===== src/rtl/rom_stream_reader.sv =====
// ROM address sequencer + 4-entry stream FIFO with credit-gated issue.
// Optional final-beat marker m_last_o when ROM_STREAM_LAST_EN is defined.
`timescale 1ns/1ps

// Generic synchronous FIFO, power-of-two depth.
// Latency: a write is visible at the head the cycle after the push edge.
// Backpressure: pops only on rd_rdy; writes while full are dropped, so the caller must hold credit.
module sfifo #(
  parameter int W     = 8,
  parameter int DEPTH = 4
) (
  input  logic                     clk_i,
  input  logic                     rst_ni,
  input  logic                     wr_vld,
  input  logic [W-1:0]             wr_dat,
  input  logic                     rd_rdy,
  output logic                     rd_vld,
  output logic [W-1:0]             rd_dat,
  output logic [$clog2(DEPTH):0]   cnt
);
  localparam int PW = $clog2(DEPTH);
  localparam int CW = PW + 1;

  logic [W-1:0]  mem_q [DEPTH];
  logic [PW-1:0] wr_ptr_q, rd_ptr_q;
  logic [CW-1:0] cnt_q;
  logic          do_wr, do_rd;

  assign rd_vld = (cnt_q != '0);
  assign rd_dat = mem_q[rd_ptr_q];
  assign cnt    = cnt_q;
  assign do_rd  = rd_vld && rd_rdy;
  assign do_wr  = wr_vld && (cnt_q != CW'(DEPTH));

  always_ff @(posedge clk_i) begin
    if (!rst_ni) begin
      wr_ptr_q <= '0;
      rd_ptr_q <= '0;
      cnt_q    <= '0;
    end else begin
      if (do_wr) begin
        mem_q[wr_ptr_q] <= wr_dat;
        wr_ptr_q        <= wr_ptr_q + PW'(1);
      end
      if (do_rd) rd_ptr_q <= rd_ptr_q + PW'(1);
      case ({do_wr, do_rd})
        2'b10:   cnt_q <= cnt_q + CW'(1);
        2'b01:   cnt_q <= cnt_q - CW'(1);
        default: cnt_q <= cnt_q;
      endcase
    end
  end
endmodule

// Walks [base, base+len) through a 1-cycle ROM and streams the words out.
// Latency: first beat valid 2 cycles after the start-sample edge, then one beat per cycle.
// Backpressure: issue stalls when FIFO occupancy + in-flight reads reaches 4; no ready->issue path.
module rom_stream_reader #(
  parameter int ADDR_WIDTH = 10,
  parameter int DATA_WIDTH = 8
) (
  input  logic                  clk_i,
  input  logic                  rst_ni,
  input  logic                  start_i,
  input  logic [ADDR_WIDTH-1:0] base_addr_i,
  input  logic [ADDR_WIDTH:0]   length_i,
  output logic                  busy_o,
  output logic                  done_o,
  output logic [ADDR_WIDTH-1:0] rom_addr_o,
  input  logic [DATA_WIDTH-1:0] rom_data_i,
  output logic [DATA_WIDTH-1:0] m_data_o,
  output logic                  m_valid_o,
  input  logic                  m_ready_i
`ifdef ROM_STREAM_LAST_EN
  ,
  output logic                  m_last_o
`endif
);
  localparam int LW = ADDR_WIDTH + 1;
  localparam logic [LW-1:0] MAX_LEN = {1'b1, {ADDR_WIDTH{1'b0}}};

  typedef enum logic [1:0] {IDLE, RUN, DRAIN} state_t;

  state_t                state_q, state_d;
  logic [ADDR_WIDTH-1:0] addr_q;
  logic [LW-1:0]         len_q, issue_cnt_q, len_clamped;
  logic                  issue_vld_q, rom_vld_q, done_q;
  logic                  issue, start_ok, done_d, drained, pop;
  logic [2:0]            fifo_cnt, credit_used;
  logic                  fifo_vld;
  logic [DATA_WIDTH-1:0] fifo_dat;

  sfifo #(.W(DATA_WIDTH), .DEPTH(4)) u_fifo (
    .clk_i  (clk_i),
    .rst_ni (rst_ni),
    .wr_vld (rom_vld_q),
    .wr_dat (rom_data_i),
    .rd_rdy (m_ready_i),
    .rd_vld (fifo_vld),
    .rd_dat (fifo_dat),
    .cnt    (fifo_cnt)
  );

  assign pop         = fifo_vld && m_ready_i;
  assign len_clamped = (length_i > MAX_LEN) ? MAX_LEN : length_i;
  // Registered occupancy only: a same-cycle pop does not free a credit.
  assign credit_used = fifo_cnt + {2'b00, issue_vld_q} + {2'b00, rom_vld_q};
  assign drained     = !issue_vld_q && !rom_vld_q &&
                       ((fifo_cnt == 3'd0) || ((fifo_cnt == 3'd1) && pop));

  always_comb begin
    state_d  = state_q;
    issue    = 1'b0;
    start_ok = 1'b0;
    done_d   = 1'b0;
    case (state_q)
      IDLE: begin
        if (start_i) begin
          start_ok = 1'b1;
          if (len_clamped == '0) begin
            done_d = 1'b1;
          end else begin
            issue   = 1'b1;
            state_d = RUN;
          end
        end
      end
      RUN: begin
        if (issue_cnt_q == len_q) state_d = DRAIN;
        else if (credit_used < 3'd4) issue = 1'b1;
      end
      DRAIN: begin
        if (drained) begin
          done_d  = 1'b1;
          state_d = IDLE;
        end
      end
      default: state_d = IDLE;
    endcase
  end

  always_ff @(posedge clk_i) begin
    if (!rst_ni) begin
      state_q     <= IDLE;
      addr_q      <= '0;
      len_q       <= '0;
      issue_cnt_q <= '0;
      issue_vld_q <= 1'b0;
      rom_vld_q   <= 1'b0;
      done_q      <= 1'b0;
    end else begin
      state_q     <= state_d;
      done_q      <= done_d;
      issue_vld_q <= issue;
      rom_vld_q   <= issue_vld_q;
      if (start_ok) len_q <= len_clamped;
      if (issue) begin
        addr_q      <= (state_q == IDLE) ? base_addr_i : addr_q + ADDR_WIDTH'(1);
        issue_cnt_q <= (state_q == IDLE) ? LW'(1) : issue_cnt_q + LW'(1);
      end
    end
  end

  assign busy_o     = (state_q != IDLE);
  assign done_o     = done_q;
  assign rom_addr_o = addr_q;
  assign m_valid_o  = fifo_vld;
  assign m_data_o   = fifo_vld ? fifo_dat : '0;

`ifdef ROM_STREAM_LAST_EN
  logic [LW-1:0] beat_cnt_q;

  always_ff @(posedge clk_i) begin
    if (!rst_ni)       beat_cnt_q <= '0;
    else if (start_ok) beat_cnt_q <= '0;
    else if (pop)      beat_cnt_q <= beat_cnt_q + LW'(1);
  end

  assign m_last_o = fifo_vld && (beat_cnt_q == len_q - LW'(1));
`endif
endmodule


===== config.mk =====
export PLATFORM = sky130hd
export DESIGN_NAME = rom_stream_reader
export DESIGN_NICKNAME = d
export VERILOG_FILES = /design/src/rtl/rom_stream_reader.sv
export SDC_FILE = /design/constraint.sdc
export NUM_CORES = 1
export LEC_CHECK = 0
export CORE_MARGIN = 4
export CORE_UTILIZATION = 35
export CTS_CLUSTER_SIZE = 8
export DETAILED_ROUTE_END_ITERATION = 10
export HOLD_SLACK_MARGIN = 0.05
export REMOVE_ABC_BUFFERS = 1
export SLEW_MARGIN = 10
export SYNTH_ARGS = -nofsm -noshare
export SYNTH_HDL_FRONTEND = slang
export SYNTH_SLANG_ARGS = --single-unit
export TNS_END_PERCENT = 20

===== constraint.sdc =====
create_clock -name clk_i -period 4.6 [get_ports clk_i]
set_input_delay 0.69 -clock clk_i [delete_from_list [all_inputs] [get_ports clk_i]]
set_output_delay 0.69 -clock clk_i [all_outputs]
set_load 0.01 [all_outputs]

==> run summary <==
For the worst setup path, the data required time is 4.82 ns. Along the worst hold path, the cell count comes to 2. The run gives 9950 sq um as the core footprint. The worst register-to-register path begins at state_q[0]$_SDFFE_PN0P_.

TritonCTS built the clock tree. The relative slew slack was 0.504; the sequential cell area in the final layout was 1880 sq um. The logs give 0 for the number of maximum-capacitance violations and 0 for the number of slew-limit violations in the final report. The die extent in x was 110 um. The final clock period utilization by the worst path works out to 0.675. The fraction of synthesized area in multiplexers was 0.0771; the post-layout minimum cycle time was 3.11 ns.

The number of antenna violations at the first check in global routing was 0; the area of the multi-input gates was 1670 sq um. 0 antenna diodes ended up in the layout. The synthesized design contains 32 enable-type register cells.

The tools report the startpoint of the most critical hold path as len_q[10]$_SDFFE_PN0P_. In this run, the number of DRC markers left after iteration 0 of detailed routing was 111. The tools report the cell at the root of the clock tree as clkbuf_8. The utilization of the core after routing is 0.451. The flow ran to the end, and the final reports show no timing, DRC or antenna violations. The total power came out at 2000 uW.

The hold violation count in the final report is 0. Before antenna repair, the detailed router went through 4 iterations. The logs give 0 for the final number of setup-violating endpoints and 0.850 for the routability congestion estimate. For this design the static power due to leakage is 0.00158 uW.

The number of different library cells used by synthesis comes to 51. The half-perimeter wire length after placement was 5.56 mm; the number of hold buffers added after cts was 0. Setup repair after global routing left no endpoint under its margin. Entering global routing, the biggest net connects 22 pins.

The number of input and output port buffers inserted came out at 53. The via-per-instance ratio is 5.07. In this run the critical register-to-register path is captured at issue_cnt_q[5]$_SDFFE_PN0P_.

Across the VDD grid, the largest voltage drop is 0.171 mV. At the later pin of the worst-skew pair, clock insertion delay measures 0.34 ns. The buffer levels on the longest clock path was 2. The buffers inserted during post-CTS setup optimization is 0.

For the synthesized instance count, the log shows 339. The via count of the first global-routing pass was 2564; the sum of negative setup slack was 0 ns. The depth of the worst register-to-register path was 7.

The run gives 322 MHz as the highest clock frequency the design can meet. For this run, the leading register cell type out of synthesis is dfxtp_1. The count of nets left with antenna violations once routing finished came out at 0.

The logs give 54 for the I/O pin count and 0 for the total of cells resized after clock tree synthesis. The run gives 36 as the number of standard-cell rows in the floorplan. The register area share after synthesis was 0.518; the area of placed instances was 4290 sq um.

In this run the power density over the cells is 446 nW/um^2. Before CTS, the worst setup slack after placement is 1.17 ns. The area added between synthesis and finish was 23.6%.

From bottom edge to top edge, the die measures 110 um. The number of storage elements in the synthesis netlist came out at 78. The combinational family with the most area after synthesis is simple AND/OR/NAND/NOR gates. Setup slack on the worst reg-to-reg path comes out at 2.07 ns.

For the wire length after detailed routing, the log shows 7.71 mm. Average footprint of a synthesized cell: 10.7 sq um. The number of nets at the end of the flow was 437. The tools report the area of all placed cells without fillers as 4490 sq um.

Clock tree synthesis inserted a total of 9 buffers. Of all nets on the critical path, the largest fanout is 14. The aggregate global routing overflow is 0. Smallest setup slack after layout: 1.49 ns. The worst hold path belongs to the class register to register. The wire length of the first global-routing pass was 12.7 mm. The effective utilization at floorplan came out at 0.365. The die covers 12100 sq um. The worst setup path is of the input pin to register kind. The xor/xnor share of the synthesized area works out to 0.0434. STA classifies the critical path endpoint as a register.

After detailed routing, the average wire length per cell comes to 14.6 um. The cell area that synthesis handed to floorplanning was 3630 sq um. The sink of the worst hold path was len_q[10]$_SDFFE_PN0P_. STA classifies the critical path startpoint as an input pin. For the pin with the worst max-slew slack, the measured transition is 0.744 ns. The H-tree was split into 3 levels.

The share of synthesized cell area in and, or, nand and nor gates came out at 0.197. The share of flip-flops with an asynchronous set or reset after synthesis was 0; the share of layout cells above drive strength 1 was 0.0882. For this design, the sink count on the clock tree is 78. The routed layout has 2687 vias. Area share of fa/ha/maj cells after synthesis: 0.0413. The CTS clock-pin slew for the worst setup and hold paths works out to 0.09 ns. The number of DRC violations after detailed routing was 0; the number of fill cells was 948. For the critical path data arrival time, the log shows 3.32 ns.

The total global-route track usage was 0.134; the synthesized-area fraction occupied by ao, oa, aoi and oai cells was 0.0999. The Yosys step of the flow raised 0 warnings. For the final worst clock skew, the log shows 0.0134 ns.
[state kept, by name, summed over array words and instances (netlist names), named ones only]
name	count
u_fifo.rd_ptr_q	2
state_q	2
rom_addr_o	10
u_fifo.wr_ptr_q	2
done_o	1
issue_cnt_q	11
u_fifo.cnt	3
u_fifo.mem_q	32
rom_vld_q	1
len_q	11
issue_vld_q	1
[through the flow]
step                      hold WS (ns)  instances
after floorplan                  0.445        326
after global placement           0.458        514
after detailed placement         0.462        514
after CTS                        0.476        530
after global routing             0.493        530
final                            0.471        530
[routing by layer]
layer,track usage,vias up,part of all wire
li1,-,1346,-
met1,0.182,1263,0.47
met2,0.217,73,0.48
met3,0.0258,5,0.044
met4,0.0427,0,0.0084
met5,0,-,0
[cell type report]
cell class / instances / area share
repair buffers: 55 / 0.122
clock buffers: 9 / 0.0276
flip-flops and latches: 78 / 0.419
multi-input cells: 241 / 0.371
well taps: 133 / 0.0371
clock inverters: 7 / 0.0178
inverters: 7 / 0.00585
[critical path: stages]
cell and delay, ns:
clkdlybuf4s50_1 0.42, or4_4 0.54, nor4_1 0.41, nor2_1 0.23, a21oi_2 0.61, nor3_1 0.10
or3_1 0.32
[worst max-delay path by stage]
stage                                 start                          end  slack [ns]
floorplan           state_q[0]$_SDFFE_PN0P_  issue_cnt_q[6]$_SDFFE_PN0P_        1.99
global placement                length_i[4]   rom_addr_o[2]$_SDFFE_PN0P_        1.31
detailed placement              length_i[4]   rom_addr_o[2]$_SDFFE_PN0P_        1.17
CTS                             length_i[4]   rom_addr_o[2]$_SDFFE_PN0P_        1.53
global route                    length_i[4]   rom_addr_o[2]$_SDFFE_PN0P_        1.38
finish                          length_i[4]   rom_addr_o[2]$_SDFFE_PN0P_        1.49
[cells in the final DEF (no fill, tap or decap), types with 10 or more instances in the layout]
cell,netlist,final
xnor2_1,14,14
mux2i_1,10,10
nor2_1,28,28
edfxtp_1,32,32
clkdlybuf4s50_1,0,53
and2_1,15,15
a21oi_1,21,21
dfxtp_1,46,46
ha_1,12,12
nand3_1,17,17
nand2_1,35,35
[synthesized netlist by cell type (3+ instances only)]
master	instances	area (sq um)
a21oi_1	21	105
a22oi_1	3	22.5
and2_1	15	93.8
and3_1	6	37.5
clkbuf_1	10	37.5
dfxtp_1	46	921
edfxtp_1	32	961
ha_1	12	150
inv_1	6	22.5
mux2i_1	10	100
mux4_2	8	180
nand2_1	35	131
nand3_1	17	85.1
nand3b_1	6	45.0
nand4_1	5	31.3
nor2_1	28	105
nor3_1	5	25.0
nor4_1	3	18.8
o21ai_0	5	25.0
o21ai_1	4	20.0
o31ai_1	5	37.5
or2_2	3	18.8
or3_1	3	18.8
or4_1	3	22.5
xnor2_1	14	123
xor2_1	4	35.0
[logic make-up after synthesis]
family / count (synthesis)
AND/OR/NAND/NOR: 138
multiplexers: 18
flip-flops: 78
buffers and inverters: 20
adder cells (fa/ha/maj): 12
AO/OA/AOI/OAI: 55
XOR/XNOR: 18
[power by group]
group          total, uW  switching [uW]  internal (uW)
Combinational        622             303            320
Clock                517             260            257
Sequential           862            81.8            781
Note: power is estimated with default switching activity, not from simulation.
==> patch: new RTL, same settings <==
`DATA_WIDTH`: 8 -> 6.
--- a/src/rtl/rom_stream_reader.sv
+++ b/src/rtl/rom_stream_reader.sv
@@ -59,3 +59,3 @@
   parameter int ADDR_WIDTH = 10,
-  parameter int DATA_WIDTH = 8
+  parameter int DATA_WIDTH = 6
 ) (
Interface: changed (resized m_data_o and rom_data_i); port bits go from 54 to 50. The function was not compared with the original's and may differ.
==> patch against the unedited design <==
- first-iteration DRC count shrank 15%
- via count decreased by 3.8%
- cell area shrank 6.8%
- area after synthesis is 7.3% lower
- register-to-register slack hardly changed
- sequential cell count fell by 8
- setup slack improved by 0.25 ns
- wire length shrank 6.5%
- die area down 6.8%
- critical path depth fell by 4
- worst hold slack gained 0.0047 ns
- power is 1.5% lower
- largest cell class unchanged
==> patch: results (changes against the unedited design) <==
Routability Congestion: 0.781 (-8.2%)
Wire length of the first global-routing pass: 12.1 mm (-5.1%)
Post-synthesis xor/xnor area fraction: 0.0490 (+0.00565)
Post_cts resized: 0 (unchanged)
Largest net degree at the start of global routing: 34 (+55%)
Antenna violations before repair: 0 (unchanged)
Synth top area cells: dfxtp_1, edfxtp_1, ha_1
Num CTS Buffers: 9 (unchanged)
Adder-Cell Fraction of Synth Area: 0.0446 (+0.00325)
HPWL after DPL: 5.16 mm (-7.3%)
Status: complete, no violations
VDD IR-drop max: 0.220 mV (+28%)
Critical path data arrival time: 2.16 ns (-1.16 ns)
M1 WL: 3.28 mm (-9.3%)
Post-CTS setup buffers: 0 (unchanged)
Avg Vias per Cell: 5.06 (-0.22%)
Hold crit path type: reg2reg
CTS max path bufs: 2 (unchanged)
Ant. Diodes: 0 (unchanged)
I/O Buffers: 49 (-7.5%)
Area of placed instances: 3940 µm² (-8.1%)
Top sig layer: met4
Fillcell total: 919 (-3.1%)
Drt first pass iters: 4 (unchanged)
Post-synth EDFFs: 24 (-25%)
Worst skew pair latency: 0.34 ns (about the same)
H-tree levels: 3 (unchanged)
Leakage: 1.43 nW (-9.3%)
DR WL met3: 282 µm (-17%)
Worst Path Max Fanout: 17 (+3)
Clock transition at path regs: 0.08 ns
Asr flop ratio synth: 0 (unchanged)
Multiplexer share of the synthesized area: 0.0520 (-0.0251)
Worst rel slew slack: 0.345 (-0.159)
Netlist cell types: 52 (+2.0%)
Met2 WL: 3.55 mm (-3.9%)
Seq/Total Area, Yosys: 0.487 (-0.0305)
Final #Nets: 420 (-3.9%)
Top post-synthesis cells by count: dfxtp_1, nand2_1, nor2_1
Largest regs: u_fifo.mem_q: 24 flops, issue_cnt_q: 11 flops, len_q: 11 flops
Critical Path Max Stage Delay: 0.63 ns (+0.02 ns)
Worst Clk Skew: 0.00965 ns (-0.00380 ns)
WL per Instance: 14.1 µm (-3.0%)
Yosys warnings: 0 (unchanged)
Vias in the first global route: 2517 (-1.8%)
Layout cell share with drive strength beyond 1: 0.0707 (-0.0175)
CP max stage cell: clkdlybuf4s50_1
Synth Area in Compound Gates: 0.132 (+0.0316)
Gr usage total: 0.133 (-0.00140)
Clock Tree Root: clkbuf_8
Number of DRC markers in iteration 0: 94 (-15%)
CP top delay family: buffers and inverters
==> patch: routing by layer <==
metal,vias to the layer above,track usage
met3,8,0.0395
met4,0,0.0361
met5,-,0
li1,1299,-
met2,49,0.232
met1,1229,0.159
==> patch: worst min-delay path: cells and delay by family, from the launching register on <==
kind               cells  cell delay, ns
AOI/OAI and AO/OA      1            0.05
DFF                    1            0.33
and+or+nand+nor        1            0.05
==> patch: kinds of logic (layout without fill, tap and decap cells) <==
kind of cell,count (synthesis),count (layout)
buffers and inverters,26,74
DFF,70,70
adders and majority gates,12,12
and+or+nand+nor,130,130
muxes,10,10
AOI/OAI and AO/OA,68,68
xor gates and xnor gates,18,18
==> patch: where the power goes <==
part | leakage [nW] | total, mW | switching, mW | internal [mW]
clock network | 0.120 | 0.601 | 0.240 | 0.362
registers | 0.592 | 0.781 | 0.0791 | 0.702
logic | 0.722 | 0.589 | 0.296 | 0.294
==> patch: final cells by class <==
cell class / instances / share of cell area
clock buffers: 9 / 0.0296
clock inverters: 7 / 0.0287
inverters: 8 / 0.00718
multi-input cells: 238 / 0.384
flip-flops and latches: 70 / 0.392
well taps: 129 / 0.0386
repair buffers: 50 / 0.119
==> patch: final timing paths <==
check | start | endpoint | slack (ns) | cells past startpoint
worst max register to register | state_q[0] | issue_cnt_q[6] | 2.07 | 6
worst min-delay path | len_q[1] | len_q[1] | 0.48 | 2
worst min register to register | len_q[1] | len_q[1] | 0.48 | 2
worst max-delay path | state_q[0] | busy_o | 1.75 | 3
==> patch: through the flow <==
stage / util / cells / setup WS, ns
6_report: 0.451 / 511 / 1.75
3_3_place_gp: 0.424 / 495 / 1.58
3_5_place_dp: 0.424 / 495 / 1.49
4_1_cts: 0.451 / 511 / 1.69
2_1_floorplan: - / 316 / 2.42
5_1_grt: 0.451 / 511 / 1.55
